File: src/rtl/mult_hilo_controller.sv
// Sequential 32x32 shift-add multiplier owning the HI/LO registers, with a pipeline stall request.
// Optional early termination on an exhausted multiplier: define MULT_EARLY_TERM_EN.
module mult_hilo_controller (
    input  logic        clk,
    input  logic        rst_n,
    input  logic        start_mult,
    input  logic        mult_sign,
    input  logic [31:0] op_a,
    input  logic [31:0] op_b,
    input  logic        hilo_read,
    output logic [31:0] hi,
    output logic [31:0] lo,
    output logic        mult_busy,
    output logic        mult_done,
    output logic        stall
);

    localparam int unsigned DW = 32;
    localparam int unsigned PW = 64;
    localparam int unsigned CW = 6;

    typedef enum logic [1:0] {
        IDLE = 2'd0,
        BUSY = 2'd1,
        DONE = 2'd2
    } state_t;

    state_t          state_q, state_d;
    logic [DW-1:0]   mcand_q, mcand_d;
    logic [DW-1:0]   mplier_q, mplier_d;
    logic [PW-1:0]   acc_q, acc_d;
    logic [CW-1:0]   cnt_q, cnt_d;
    logic            sign_q, sign_d;
    logic [DW-1:0]   hi_d, lo_d;
    logic [DW:0]     sum_c;
    logic [PW-1:0]   prod_c;
    logic            last_c;

    // Upper-half add with carry out; the carry becomes bit 63 after the shift.
    assign sum_c = {1'b0, acc_q[PW-1:DW]} + {1'b0, (mplier_q[0] ? mcand_q : '0)};

`ifdef MULT_EARLY_TERM_EN
    // Leave BUSY once no set multiplier bits remain; realign the partial product in DONE.
    assign last_c = (cnt_q == CW'(DW - 1)) || (mplier_q[DW-1:1] == '0);
    assign prod_c = acc_q >> (CW'(DW) - cnt_q);
`else
    assign last_c = (cnt_q == CW'(DW - 1));
    assign prod_c = acc_q;
`endif

    // A pipeline request arriving while the multiplier is occupied is held, not dropped.
    assign stall = (hilo_read | start_mult) & (state_q != IDLE);

    always_comb begin
        state_d  = state_q;
        mcand_d  = mcand_q;
        mplier_d = mplier_q;
        acc_d    = acc_q;
        cnt_d    = cnt_q;
        sign_d   = sign_q;
        hi_d     = hi;
        lo_d     = lo;
        case (state_q)
            IDLE: begin
                if (start_mult) begin
                    mcand_d  = (mult_sign && op_a[DW-1]) ? (~op_a + DW'(1)) : op_a;
                    mplier_d = (mult_sign && op_b[DW-1]) ? (~op_b + DW'(1)) : op_b;
                    sign_d   = mult_sign & (op_a[DW-1] ^ op_b[DW-1]);
                    acc_d    = '0;
                    cnt_d    = '0;
                    state_d  = BUSY;
                end
            end
            BUSY: begin
                acc_d    = {sum_c, acc_q[DW-1:1]};
                mplier_d = mplier_q >> 1;
                cnt_d    = cnt_q + CW'(1);
                if (last_c) begin
                    state_d = DONE;
                end
            end
            DONE: begin
                {hi_d, lo_d} = sign_q ? (~prod_c + PW'(1)) : prod_c;
                state_d      = IDLE;
            end
            default: begin
                state_d = IDLE;
            end
        endcase
    end

    always_ff @(posedge clk or negedge rst_n) begin
        if (!rst_n) begin
            state_q   <= IDLE;
            mcand_q   <= '0;
            mplier_q  <= '0;
            acc_q     <= '0;
            cnt_q     <= '0;
            sign_q    <= 1'b0;
            hi        <= '0;
            lo        <= '0;
            mult_busy <= 1'b0;
            mult_done <= 1'b0;
        end else begin
            state_q   <= state_d;
            mcand_q   <= mcand_d;
            mplier_q  <= mplier_d;
            acc_q     <= acc_d;
            cnt_q     <= cnt_d;
            sign_q    <= sign_d;
            hi        <= hi_d;
            lo        <= lo_d;
            mult_busy <= (state_d != IDLE);
            mult_done <= (state_d == DONE);
        end
    end

endmodule

File: config.mk
export PLATFORM = sky130hd
export DESIGN_NAME = mult_hilo_controller
export DESIGN_NICKNAME = d
export VERILOG_FILES = /design/src/rtl/mult_hilo_controller.sv
export SDC_FILE = /design/constraint.sdc
export NUM_CORES = 1
export LEC_CHECK = 0
export ABC_AREA = 1
export CORE_MARGIN = 8
export CORE_UTILIZATION = 29
export CTS_BUF_LIST = sky130_fd_sc_hd__clkbuf_8
export DETAILED_ROUTE_END_ITERATION = 16
export PLACE_DENSITY = 0.46
export SETUP_SLACK_MARGIN = 0.15
export SLEW_MARGIN = 20
export SYNTH_ARGS = -nofsm -noshare
export SYNTH_HDL_FRONTEND = slang
export SYNTH_SLANG_ARGS = --single-unit
export TNS_END_PERCENT = 20
File: constraint.sdc
create_clock -name clk -period 7.6 [get_ports clk]
set_input_delay 1.9 -clock clk [delete_from_list [all_inputs] [get_ports clk]]
set_output_delay 1.9 -clock clk [all_outputs]
set_load 0.005 [all_outputs]
==> key figures <==
Floorplan
  • Io pins: 136
  • Initial Util: 29.36%
  • Site row count: 80
  • Die height: 235.6 um
  • Die Wd: 235.6 um
  • Die area: 55510 sq um
  • Core ar.: 47650 sq um

CTS
  • Post-CTS Setup Inserts: 0
  • Deepest clock path buffer count: 3
  • Total CTS buffers: 40
  • Post-CTS resize count: 0
  • Post-cts hold buffer count: 0
  • Clk slew on worst S/H paths: 0.05 ns
  • Clk sinks: 203
  • Clk Latency, worst-skew pair: 0.59 ns
  • CTS tree: done
  • CTS HTree Levels: 2
  • Clock root cell: clkbuf_8

Placed design
  • DP Worst Slack: 2.645 ns
  • Post-DP Area: 15910 sq um
  • Post-DP HPWL: 35760 um
  • Routability Congestion: 0.8669
  • Port bufs: 135

Timing
  • Setup total negative slack: 0 ns
  • Tcrit/Tclk final: 64.92%
  • Maximum clock frequency: 202.7 MHz
  • Worst-Margin Slew: 1.024 ns
  • Worst Slack Setup Final: 2.666 ns
  • Unrepaired setup endpoints after global routing: false
  • Final Max Slew Viols: 0
  • Fin crit period: 4.934 ns
  • Final setup fails: 0
  • Final Hold Viols: 0
  • Clk_skew: 0.03565 ns
  • Slew HR: 31.74%

Setup path
  • CP max FO: 2
  • Critical path type: in2out
  • CP Capture Point: stall
  • WP buf/inv: 2
  • Delay-heaviest family, CP: buffers and inverters
  • Setup crit end kind: output pin
  • R2r endpoint: acc_q[45]
  • CP max stage cell: clkdlybuf4s50_1
  • Critical-path cell list: clkdlybuf4s50_1 > nor2_1 > nor2_1 > clkdlybuf4s50_1
  • Critical Path Stages: 4
  • CP arrival: 3.03 ns
  • Reg2Reg Depth: 15
  • Crit path launch type: primary input
  • R2R setup slack: 4.34 ns
  • CP Data Required Time: 5.70 ns
  • Crit path launch: start_mult
  • CP peak stage delay: 0.51 ns
  • R2R Path Start: mplier_q[0]

Final layout
  • Most common cell after layout, fill and taps aside: nand2_1
  • Antenna Cells: 0
  • Area delta synth->final: 19.67%
  • Final instance area: 16740 sq um
  • Net count reported at finish: 2334
  • Most frequent cells in the layout: nand2_1 (698), inv_1 (288), nor2_1 (214)
  • Share of cells above drive strength 1: 5.140%

Detailed routing
  • Remaining DRCs: 0
  • Met2 WL post-DR: 20720 um
  • Routed vias: 13.76k
  • Drt pass-1 iters: 6
  • Iter 0 DRT Violations: 816
  • Drt wl/cell: 16.41 um
  • Wl on met1: 23300 um
  • Final wirelength: 47140 um
  • Post-DRT Antenna Nets: 0
  • Drt via density: 4.790
  • Max layer used: met4
  • WL met3: 2039 um

Power and ir drop
  • Total chip power: 6.505 mW
  • Leakage: 8.498 nW
  • PwrDens: 388.6 nW/um^2
  • Max VDD drop: 0.0002042 V

Hold path
  • HP Class: reg2reg

Yosys
  • Syn Std Cell Area: 13990 sq um
  • Post-synth ARST share: 100.0%
  • Sequential element share of the synthesized area: 36.32%
  • Syn nets: 2213
  • Avg Cell Area, Syn: 6.638 sq um
  • Number of synthesized flops with an enable pin: 0
  • Yosys warns: 0
  • Gate count of the mapped netlist: 2107
  • Post-synth top flop: dfrtp_1
  • Yosys cell types: 46
  • Post-synthesis register bit count: 203

Global route
  • Initial antenna violation count: 0
  • Vias in the first global route: 13.50k
  • First-pass GRT wire length: 75050 um
  • Largest net degree at the start of global routing: 152
  • Grt total ovfl: 0
  • Total track usage: 16.66%

Flow run
  • Max Cap Viol: 0

Status
  • Status: completed
-- flip-flops by register name, indices dropped and copies added (netlist names) --
signal and cells:
mult_busy 1, sign_q 1, mcand_q 32, hi 32, mult_done 1, cnt_q 6
lo 32, mplier_q 32, state_q 2, acc_q 64
-- routing by layer --
layer | GRT usage (%) | up-vias
li1 | - | 7001
met1 | 23.01 | 6386
met2 | 26.33 | 308
met3 | 2.610 | 63
met4 | 5.407 | 0
met5 | 0 | -
-- synth_stat cells (12+ instances only) --
cell / count / area, sq um
nand2_1: 700 / 2628
o22ai_1: 38 / 237.7
o21ai_1: 12 / 60.06
dfrtp_1: 203 / 5080
buf_2: 25 / 125.1
nand4_1: 30 / 187.7
o21ai_0: 113 / 565.5
ha_1: 36 / 450.4
nand3b_1: 13 / 97.59
inv_1: 273 / 1025
nand3_1: 165 / 825.8
clkbuf_1: 27 / 101.4
a21oi_1: 56 / 280.3
nor3_1: 21 / 105.1
xor2_1: 45 / 394.1
a22oi_1: 30 / 225.2
nor2_1: 214 / 803.3
-- final cells by class --
type,instances,area (sq um)
inverter,280,1051
timing repair buffer,143,1428
sequential,203,5081
clock buffer,49,674.4
tap,615,769.5
multi-input combinational,1560,7576
fill,5243,30910
clock inverter,22,158.9
-- how the worst min path moves through the flow --
stage / start / end / slack (ns) / cells after the start
finish: cnt_q[5] / state_q[1] / 0.46 / 1
global route: mcand_q[28] / mcand_q[28] / 0.49 / 2
CTS: cnt_q[5] / state_q[1] / 0.46 / 1
detailed placement: cnt_q[5] / state_q[1] / 0.46 / 1
global placement: cnt_q[5] / state_q[1] / 0.45 / 1
floorplan: cnt_q[5] / mult_done / 0.43 / 1
-- where the power goes --
| group | switching [mW] | internal, mW |
|---|---|---|
| Clock | 0.501 | 0.653 |
| Combinational | 2.18 | 1.21 |
| Sequential | 0.452 | 1.52 |
-- through the flow --
step,utilization (%),std cells,hold WS [ns]
after CTS,35.13,2872,0.4621
after global routing,35.13,2872,0.4893
final,35.13,2872,0.4620
after global placement,33.38,2801,0.4539
after detailed placement,33.38,2801,0.4575
after floorplan,-,2107,0.4338
-- kinds of logic after synthesis --
kind of cell | Yosys count | share of synthesized area, %
compound gates | 278 | 11.53
xor+xnor | 50 | 3.131
fa+ha+maj | 37 | 3.363
buf+inv | 344 | 9.590
flops | 203 | 36.32
simple gates | 1195 | 36.07
Power figures use the tool's default switching activity.
